## config.mk

```make
export PLATFORM = sky130hd
export DESIGN_NAME = matrix_ctrl
export DESIGN_NICKNAME = d
export VERILOG_FILES = /design/src/rtl/matrix_ctrl.sv
export SDC_FILE = /design/constraint.sdc
export NUM_CORES = 1
export LEC_CHECK = 0
export BUFFER_PORTS_ARGS = -buffer_cell sky130_fd_sc_hd__buf_2
export CORE_ASPECT_RATIO = 0.7
export CORE_MARGIN = 5
export CORE_UTILIZATION = 44
export DETAILED_ROUTE_END_ITERATION = 16
export PLACE_DENSITY = 0.83
export SLEW_MARGIN = 40
export SYNTH_ARGS = -nofsm -noshare
export SYNTH_HDL_FRONTEND = slang
export SYNTH_SLANG_ARGS = --single-unit
```

## constraint.sdc

```tcl
create_clock -name CLK -period 1.9 [get_ports CLK]
set_clock_uncertainty 0.05 [all_clocks]
set_input_delay 0.19 -clock CLK [delete_from_list [all_inputs] [get_ports CLK]]
set_output_delay 0.19 -clock CLK [all_outputs]
set_load 0.05 [all_outputs]
```

## src/rtl/matrix_ctrl.sv

```systemverilog
// Command sequencer for the 1024x1024 x 32-bit banked matrix datapath.
// Decodes row/col into bank select and word address; streams read data back with backpressure.
module matrix_ctrl #(
    parameter int ROW_W  = 10,
    parameter int COL_W  = 10,
    parameter int DATA_W = 32,
    parameter int NRAM   = 16
) (
    input  logic                                    CLK,
    input  logic                                    RST_L,
    input  logic                                    cmd_valid,
    output logic                                    cmd_ready,
    input  logic [1:0]                              cmd_op,
    input  logic [ROW_W-1:0]                        cmd_row,
    input  logic [COL_W-1:0]                        cmd_col,
    input  logic [DATA_W-1:0]                       cmd_wdata,
    output logic                                    rd_valid,
    input  logic                                    rd_ready,
    output logic [DATA_W-1:0]                       rd_data,
    output logic                                    rd_last,
    output logic                                    busy,
    output logic [NRAM-1:0]                         ram_sel,
    output logic [ROW_W+COL_W-$clog2(NRAM)-1:0]     a,
    output logic [DATA_W-1:0]                       din,
    output logic [NRAM-1:0]                         we,
    input  logic [DATA_W-1:0]                       dout
);

    localparam int BANK_W  = $clog2(NRAM);
    localparam int ROWLO_W = ROW_W - BANK_W;
    localparam int A_W     = ROWLO_W + COL_W;

    localparam logic [1:0]        OP_RD    = 2'b00;
    localparam logic [1:0]        OP_WR    = 2'b01;
    localparam logic [1:0]        OP_BURST = 2'b10;
    localparam logic [1:0]        OP_FILL  = 2'b11;
    localparam logic [COL_W-1:0]  COL_ZERO = {COL_W{1'b0}};
    localparam logic [COL_W-1:0]  COL_ONE  = {{(COL_W-1){1'b0}}, 1'b1};
    localparam logic [COL_W-1:0]  COL_LAST = {COL_W{1'b1}};
    localparam logic [NRAM-1:0]   SEL_RST  = {{(NRAM-1){1'b0}}, 1'b1};

    typedef enum logic [2:0] {
        ST_IDLE  = 3'd0,
        ST_WR    = 3'd1,
        ST_RD    = 3'd2,
        ST_BURST = 3'd3,
        ST_FILL  = 3'd4
    } state_t;

    function automatic logic [NRAM-1:0] bank_onehot(input logic [ROW_W-1:0] row);
        logic [NRAM-1:0] oh;
        oh = {NRAM{1'b0}};
        oh[row[ROW_W-1 -: BANK_W]] = 1'b1;
        return oh;
    endfunction

    function automatic logic [A_W-1:0] word_addr(input logic [ROW_W-1:0] row,
                                                 input logic [COL_W-1:0] col);
        return {row[ROWLO_W-1:0], col};
    endfunction

    state_t              state_q, state_d;
    logic [COL_W-1:0]    col_q, col_d;
    logic [NRAM-1:0]     ram_sel_q, ram_sel_d;
    logic [A_W-1:0]      a_q, a_d;
    logic [DATA_W-1:0]   din_q, din_d;
    logic [NRAM-1:0]     we_q, we_d;
    logic                rd_valid_q, rd_valid_d;
    logic [DATA_W-1:0]   rd_data_q, rd_data_d;
    logic                rd_last_q, rd_last_d;

    logic                cmd_ready_s;
    logic                accept_s;
    logic                beat_load_s;
    logic [COL_W-1:0]    col_next_s;

    assign cmd_ready_s = (state_q == ST_IDLE) && !rd_valid_q;
    assign accept_s    = cmd_valid && cmd_ready_s;
    // A burst beat loads whenever the output register is empty or being drained.
    assign beat_load_s = (state_q == ST_BURST) && (!rd_valid_q || rd_ready);
    assign col_next_s  = col_q + COL_ONE;

    // Next-state and registered-output computation for the command sequencer.
    always_comb begin
        state_d    = state_q;
        col_d      = col_q;
        ram_sel_d  = ram_sel_q;
        a_d        = a_q;
        din_d      = din_q;
        we_d       = {NRAM{1'b0}};
        rd_valid_d = rd_valid_q;
        rd_data_d  = rd_data_q;
        rd_last_d  = rd_last_q;

        if (rd_valid_q && rd_ready) begin
            rd_valid_d = 1'b0;
        end else begin
            rd_valid_d = rd_valid_q;
        end

        case (state_q)
            ST_IDLE: begin
                if (accept_s) begin
                    ram_sel_d = bank_onehot(cmd_row);
                    col_d     = COL_ZERO;
                    case (cmd_op)
                        OP_RD: begin
                            a_d     = word_addr(cmd_row, cmd_col);
                            state_d = ST_RD;
                        end
                        OP_WR: begin
                            a_d     = word_addr(cmd_row, cmd_col);
                            din_d   = cmd_wdata;
                            we_d    = bank_onehot(cmd_row);
                            state_d = ST_WR;
                        end
                        OP_BURST: begin
                            a_d     = word_addr(cmd_row, COL_ZERO);
                            state_d = ST_BURST;
                        end
                        OP_FILL: begin
                            a_d     = word_addr(cmd_row, COL_ZERO);
                            din_d   = cmd_wdata;
                            we_d    = bank_onehot(cmd_row);
                            state_d = ST_FILL;
                        end
                        default: begin
                            state_d = ST_IDLE;
                        end
                    endcase
                end else begin
                    state_d = ST_IDLE;
                end
            end

            ST_WR: begin
                state_d = ST_IDLE;
            end

            // The output register is guaranteed empty here: commands are only accepted with rd_valid low.
            ST_RD: begin
                rd_data_d  = dout;
                rd_valid_d = 1'b1;
                rd_last_d  = 1'b1;
                state_d    = ST_IDLE;
            end

            ST_BURST: begin
                if (beat_load_s) begin
                    rd_data_d  = dout;
                    rd_valid_d = 1'b1;
                    rd_last_d  = (col_q == COL_LAST);
                    if (col_q == COL_LAST) begin
                        state_d = ST_IDLE;
                    end else begin
                        col_d = col_next_s;
                        a_d   = {a_q[A_W-1:COL_W], col_next_s};
                    end
                end else begin
                    state_d = ST_BURST;
                end
            end

            ST_FILL: begin
                if (col_q == COL_LAST) begin
                    state_d = ST_IDLE;
                end else begin
                    we_d  = we_q;
                    col_d = col_next_s;
                    a_d   = {a_q[A_W-1:COL_W], col_next_s};
                end
            end

            default: begin
                state_d = ST_IDLE;
            end
        endcase
    end

    // State and output registers; reset drops any in-flight command and write pulse.
    always_ff @(posedge CLK or negedge RST_L) begin
        if (!RST_L) begin
            state_q    <= ST_IDLE;
            col_q      <= COL_ZERO;
            ram_sel_q  <= SEL_RST;
            a_q        <= {A_W{1'b0}};
            din_q      <= {DATA_W{1'b0}};
            we_q       <= {NRAM{1'b0}};
            rd_valid_q <= 1'b0;
            rd_data_q  <= {DATA_W{1'b0}};
            rd_last_q  <= 1'b0;
        end else begin
            state_q    <= state_d;
            col_q      <= col_d;
            ram_sel_q  <= ram_sel_d;
            a_q        <= a_d;
            din_q      <= din_d;
            we_q       <= we_d;
            rd_valid_q <= rd_valid_d;
            rd_data_q  <= rd_data_d;
            rd_last_q  <= rd_last_d;
        end
    end

    assign cmd_ready = cmd_ready_s;
    assign busy      = (state_q != ST_IDLE);
    assign ram_sel   = ram_sel_q;
    assign a         = a_q;
    assign din       = din_q;
    assign we        = we_q;
    assign rd_valid  = rd_valid_q;
    assign rd_data   = rd_data_q;
    assign rd_last   = rd_last_q;

endmodule
```

Word level (Yosys, flattened, before mapping):

Cells that the tools add are included.

* bits in registers: 127
* input bits: 90
* output and inout bits: 116

* $add $sub $neg: 1
* order comparisons: 2
* eq/ne operators: 10
* multiplexer cells: 27
* reduce and logical (&&, ||, !) cells: 19

Operators with widths (count)
* $mux 16: 5
* $pmux 16 s2: 2
* $pmux 32 s2: 1
* $pmux 16 s3: 1
* $mux 10: 4
* $mux 32: 1
* $pmux 10 s3: 1
* $pmux 3 s4: 1
* $add 10x1->10 const B: 1
* $eq 10x10->1 const B: 1
* $mux 3: 3
* $pmux 3 s3: 1
* $eq 3x2->1 const B: 2
* $ne 2x2->1 const B: 3
* $reduce_and 3->1: 2
* $reduce_bool 3->1: 2
* $reduce_or 2->1: 3
* $logic_and 1x1->1: 5
* $lt 4x5->1 const B: 1
* $demux 1 s4: 1
* $eq 2x2->1 const B: 2
* $ge 4x1->1 const B: 1
* $mux 1: 4
* $pmux 1 s2: 2
* 8 further kinds: 9

Longest topological paths before layout:

* depth after elaboration: 7
* mapped depth: 8
* gate-level depth less buffers: 6

Worst setup path before layout:

No wires, ideal clock.

* path kind: register to register
* start point: reg rd_valid_q, in the netlist rd_valid
* end point: reg rd_data_q[0], in the netlist rd_data[0]
* library setup time: 0.125 ns
* arrival time: 1.896 ns
* required time: 1.725 ns
* path slack: -0.171 ns
* stages on the path, launching flop included: 6
* period minus slack after synthesis: 2.071 ns
* cell sequence: dfrtp_1 > nor2b_1 > a21o_1 > clkbuf_1 > buf_2 > mux2_2

* word-level cells in the longest chain between the ends: 5

RTL lines
* start, declared: RTL line 68 `logic rd_valid_q, rd_valid_d;`
* start signal, assigned: RTL line 199 `rd_valid_q <= rd_valid_d;`
* $logic_not 1->1: RTL line 80 `assign beat_load_s = (state_q == ST_BURST) && (!rd_valid_q || rd_ready);`
* $logic_or 1x1->1: RTL line 80
* $logic_and 1x1->1: RTL line 80
* $ne 2x2->1 (no source line)
* $reduce_and 2->1 (no source line)
* end signal, assigned: RTL line 190 `rd_data_q <= {DATA_W{1'b0}};`
* end signal, assigned: RTL line 200 `rd_data_q <= rd_data_d;`
* end, declared: RTL line 69 `logic [DATA_W-1:0] rd_data_q, rd_data_d;`

Every way passes these cells.
A chain may end at the register's enable or synchronous reset.

Final worst setup path:

* start point: reg state_q[1]
* end point: reg a_q[1], in the netlist a[1]

* word-level cells in the longest chain between the ends: 5
* elaborated cells on any way between the ends: 11

RTL lines
* start, declared: RTL line 62 `state_t state_q, state_d;`
* start signal, assigned: RTL line 193 `state_q <= state_d;`
* $logic_not 3->1: RTL line 77, 101
* $logic_and 1x1->1: RTL line 77 `assign cmd_ready_s = (state_q == ST_IDLE) && !rd_valid_q;`
* $logic_and 1x1->1: RTL line 78 `assign accept_s = cmd_valid && cmd_ready_s;`
* $ne 2x2->1 (no source line)
* $reduce_and 3->1 (no source line)
* end signal, assigned: RTL line 186 `a_q <= {A_W{1'b0}};`
* end, declared: RTL line 65 `logic [A_W-1:0] a_q, a_d;`

Parallel ways exist; a longest one is shown, timed or not.

==> impl_metrics.toml <==
[route]
via_per_inst = 5.22
first_pass_iters = 4
drc = 0
vias = 4705
drt_iter0_drc = 247
wl_met2_um = 8040
antenna_left = 0
wl_met3_um = 1470
wl_um = 16500
top_layer = "met4"
wl_met1_um = 6690
wl_per_cell_um = 18.4

[placement]
numPortBuffers = 205
dp_cells = 794
pre_cts_slack_ns = -0.00869
hpwl_um = 10700
place_area_mm2 = 0.00691
gp_congestion = 0.861

[synth]
synthDistinctLibCells = 59
synth.most_common_cell = "dfrtp_1"
ys_seq_elements = 127
synth-edff-count = 0
async_reset_ff_share_pct = 100
synth_area_per_cell_um2 = 13.2
synth_top_area_cell = "dfrtp_1"
ys_warn_count = 0
synth_common_cells = "126 x dfrtp_1, 70 x mux2_2, 33 x nand2_1"
synthFlopType = "dfrtp_1"
synthTopCellsByArea = "dfrtp_1 57%, mux2_2 14%, a22o_1 3.8%, nand2_1 2.3%, ha_1 1.4%"
synthCells = 415
yosysTopAreaCellShare_pct = 57.4
synth_fp_nets = 511
netlist_area_mm2 = 0.00549
synth_seq_area_share_pct = 57.9

[setup_path]
cp-start-kind = "flip-flop"
crit_end = "a[1]"
slowest_stage = "dfrtp_2"
crit_path_end_kind = "flip-flop"
reg2reg_slack_ns = 0.04
path_max_fanout = 8
crit_required_ns = 2.14
rr_worst_depth = 5
r2r_start = "state_q[1]"
cp.depth = 5
worstSetupStartpoint = "state_q[1]"
critPathArrivalTime_ns = 2.10
crit_buf_inv = 1
crit_chain = "or3b_4 -> a21oi_4 -> o21a_4 -> buf_12 -> mux2_2"
slowest_delay_ns = 0.46
critPathTopFamily = "flip-flops"
worstSetupPathType = "flip-flop to flip-flop"
rr_endpoint = "a[1]"

[floorplanning]
pin_count = 206
core-area_mm2 = 0.0123
die-area_mm2 = 0.0149
placement_rows = 34
die_h_um = 103
die_x_um = 144
start_util_pct = 44.5

[outcome]
outcome = "complete, no violations"

[final_layout]
nets = 822
finish.instance_area_mm2 = 0.00827
diodes = 0
layout.cells.non_filler = 901
utilization_pct = 67.1
area_growth_pct = 50.6
drive_gt1_share_pct = 50.3
fillCellCount = 873

[power]
clkPwrFrac_pct = 20.2
p_sw_share_pct = 47.5
design_power_total_w = 0.0155
leakage_nw = 4.05
intPower_w = 0.00812
peakVddDrop_mv = 1.55
power_frac_seq_pct = 28.1
pwr-share-comb_pct = 51.7
power_density_mw_per_mm2 = 1870
p_switching_w = 0.00736

[sta]
finalHoldViolations = 0
min_period_over_period_pct = 97.7
drv_slew = 0
tightestPinTransition_ns = 0.487
fmax_mhz = 539
rsz0062_at_grt = "yes"
period_minus_slack_ns = 1.86
setup_viol = 0
max_slew_margin_pct = 67.5
setup_ws_ns = 0.0441

[clocking]
path_clk_slew_ns = 0.06
clk_path_buf_depth = 2
h-tree-depth = 4
cts_tree = "done"
clk_latency_ns = 0.41
cts.sinks = 127
numCtsBuffers = 17
clockRootBuffer = "clkbuf_16"

[global_routing]
grt_pass1_vias = 5103
grt_pass1_wl_um = 26200
grt_max_degree = 54
antenna_found_initial = 0
grt-ovfl-total = 0
grt_use_total_pct = 22.7

[min_path]
hp-class = "primary input to flip-flop"

[flow_run]
drv_cap = 0
## kinds of logic (layout without fill, tap and decap cells)
kind of cell	Yosys count	after routing	synth area share, %
adders and majority gates	6	6	1.37
AOI/OAI and AO/OA	81	81	11.7
xor gates and xnor gates	3	3	0.478
and+or+nand+nor	90	90	9.39
DFF	127	127	57.9
buffers and inverters	30	354	3.03
muxes	78	78	16.2
## placed cells by master (no fill, tap or decap), types with 6 or more instances in the layout
cell / synthesis / layout
o21ai_0: 15 / 15
o2bb2ai_1: 7 / 7
inv_1: 10 / 9
dfrtp_1: 126 / 123
buf_2: 6 / 203
buf_4: 4 / 30
a22o_1: 24 / 24
clkbuf_16: 0 / 18
nand2_1: 33 / 32
mux2_2: 70 / 70
nor2_1: 14 / 13
buf_12: 1 / 6
ha_1: 6 / 6
dlygate4sd3_1: 0 / 71
## state kept, by name, summed over array words and instances (netlist names)
signal	cells
a	16
col_q	10
din	32
ram_sel	16
rd_data	32
rd_last	1
rd_valid	1
state_q	3
we	16
## worst min-delay path: cells and delay by family
| family | cells | cell delay (ns) |
|---|---|---|
| compound gates | 1 | 0.10 |
| buf+inv | 1 | 0.08 |
| mux | 1 | 0.14 |
## routing by layer
layer,GRT usage (%),up-vias
li1,-,2148
met1,27.9,2317
met2,38.5,210
met3,7.72,30
met4,7.02,0
met5,0,-
## what timing repair did
| action | CTS | global route |
|---|---|---|
| endpoints found under the hold margin | 103 | 0 |
| setup endpoints to repair | 7 | 13 |
| pin swaps | 0 | 1 |
| buffers inserted | 0 | 3 |
| hold buffers | 71 | 0 |
| gates resized for setup | 3 | 8 |
| cloned | 0 | 1 |
## power by group through the flow
stage / logic, W / clock network, W / registers [W]
6_report: 0.00800 / 0.00313 / 0.00436
5_1_grt: 0.00842 / 0.00331 / 0.00449
4_1_cts: 0.00780 / 0.00320 / 0.00432
3_5_place_dp: 0.00768 / 0 / 0.00432
3_3_place_gp: 0.00754 / 0 / 0.00426
2_1_floorplan: 0.00231 / 0 / 0.00769
## per-stage QoR
| stage | hold WS, ns | setup TNS (ns) |
|---|---|---|
| 2_1_floorplan | -0.156 | -0.764 |
| 3_3_place_gp | 0.126 | 0 |
| 3_5_place_dp | 0.136 | -0.0166 |
| 4_1_cts | 0.0644 | 0 |
| 5_1_grt | 0.0820 | -0.0418 |
| 6_report | 0.0744 | 0 |
## final cells by class
type                            count  area [um^2]  area share (%)
Sequential cell                   127         3180            38.5
Multi-Input combinational cell    258         2180            26.3
Timing Repair Buffer              312         2100            25.4
Clock buffer                       19          443            5.35
Tap cell                          162          203            2.45
Clock inverter                     13          128            1.54
Inverter                           10         37.5           0.454
## worst min path at each step
stage / from / end / slack (ns) / cells past startpoint
5_1_grt: cmd_col[4] / a[4] / 0.08 / 3
2_1_floorplan: RST_L / a[0] / -0.16 / 0
4_1_cts: cmd_col[4] / a[4] / 0.06 / 3
3_3_place_gp: RST_L / ram_sel[10] / 0.13 / 1
3_5_place_dp: RST_L / ram_sel[10] / 0.14 / 1
6_report: cmd_col[4] / a[4] / 0.07 / 3
No activity file was read; power rests on OpenSTA's default activity.
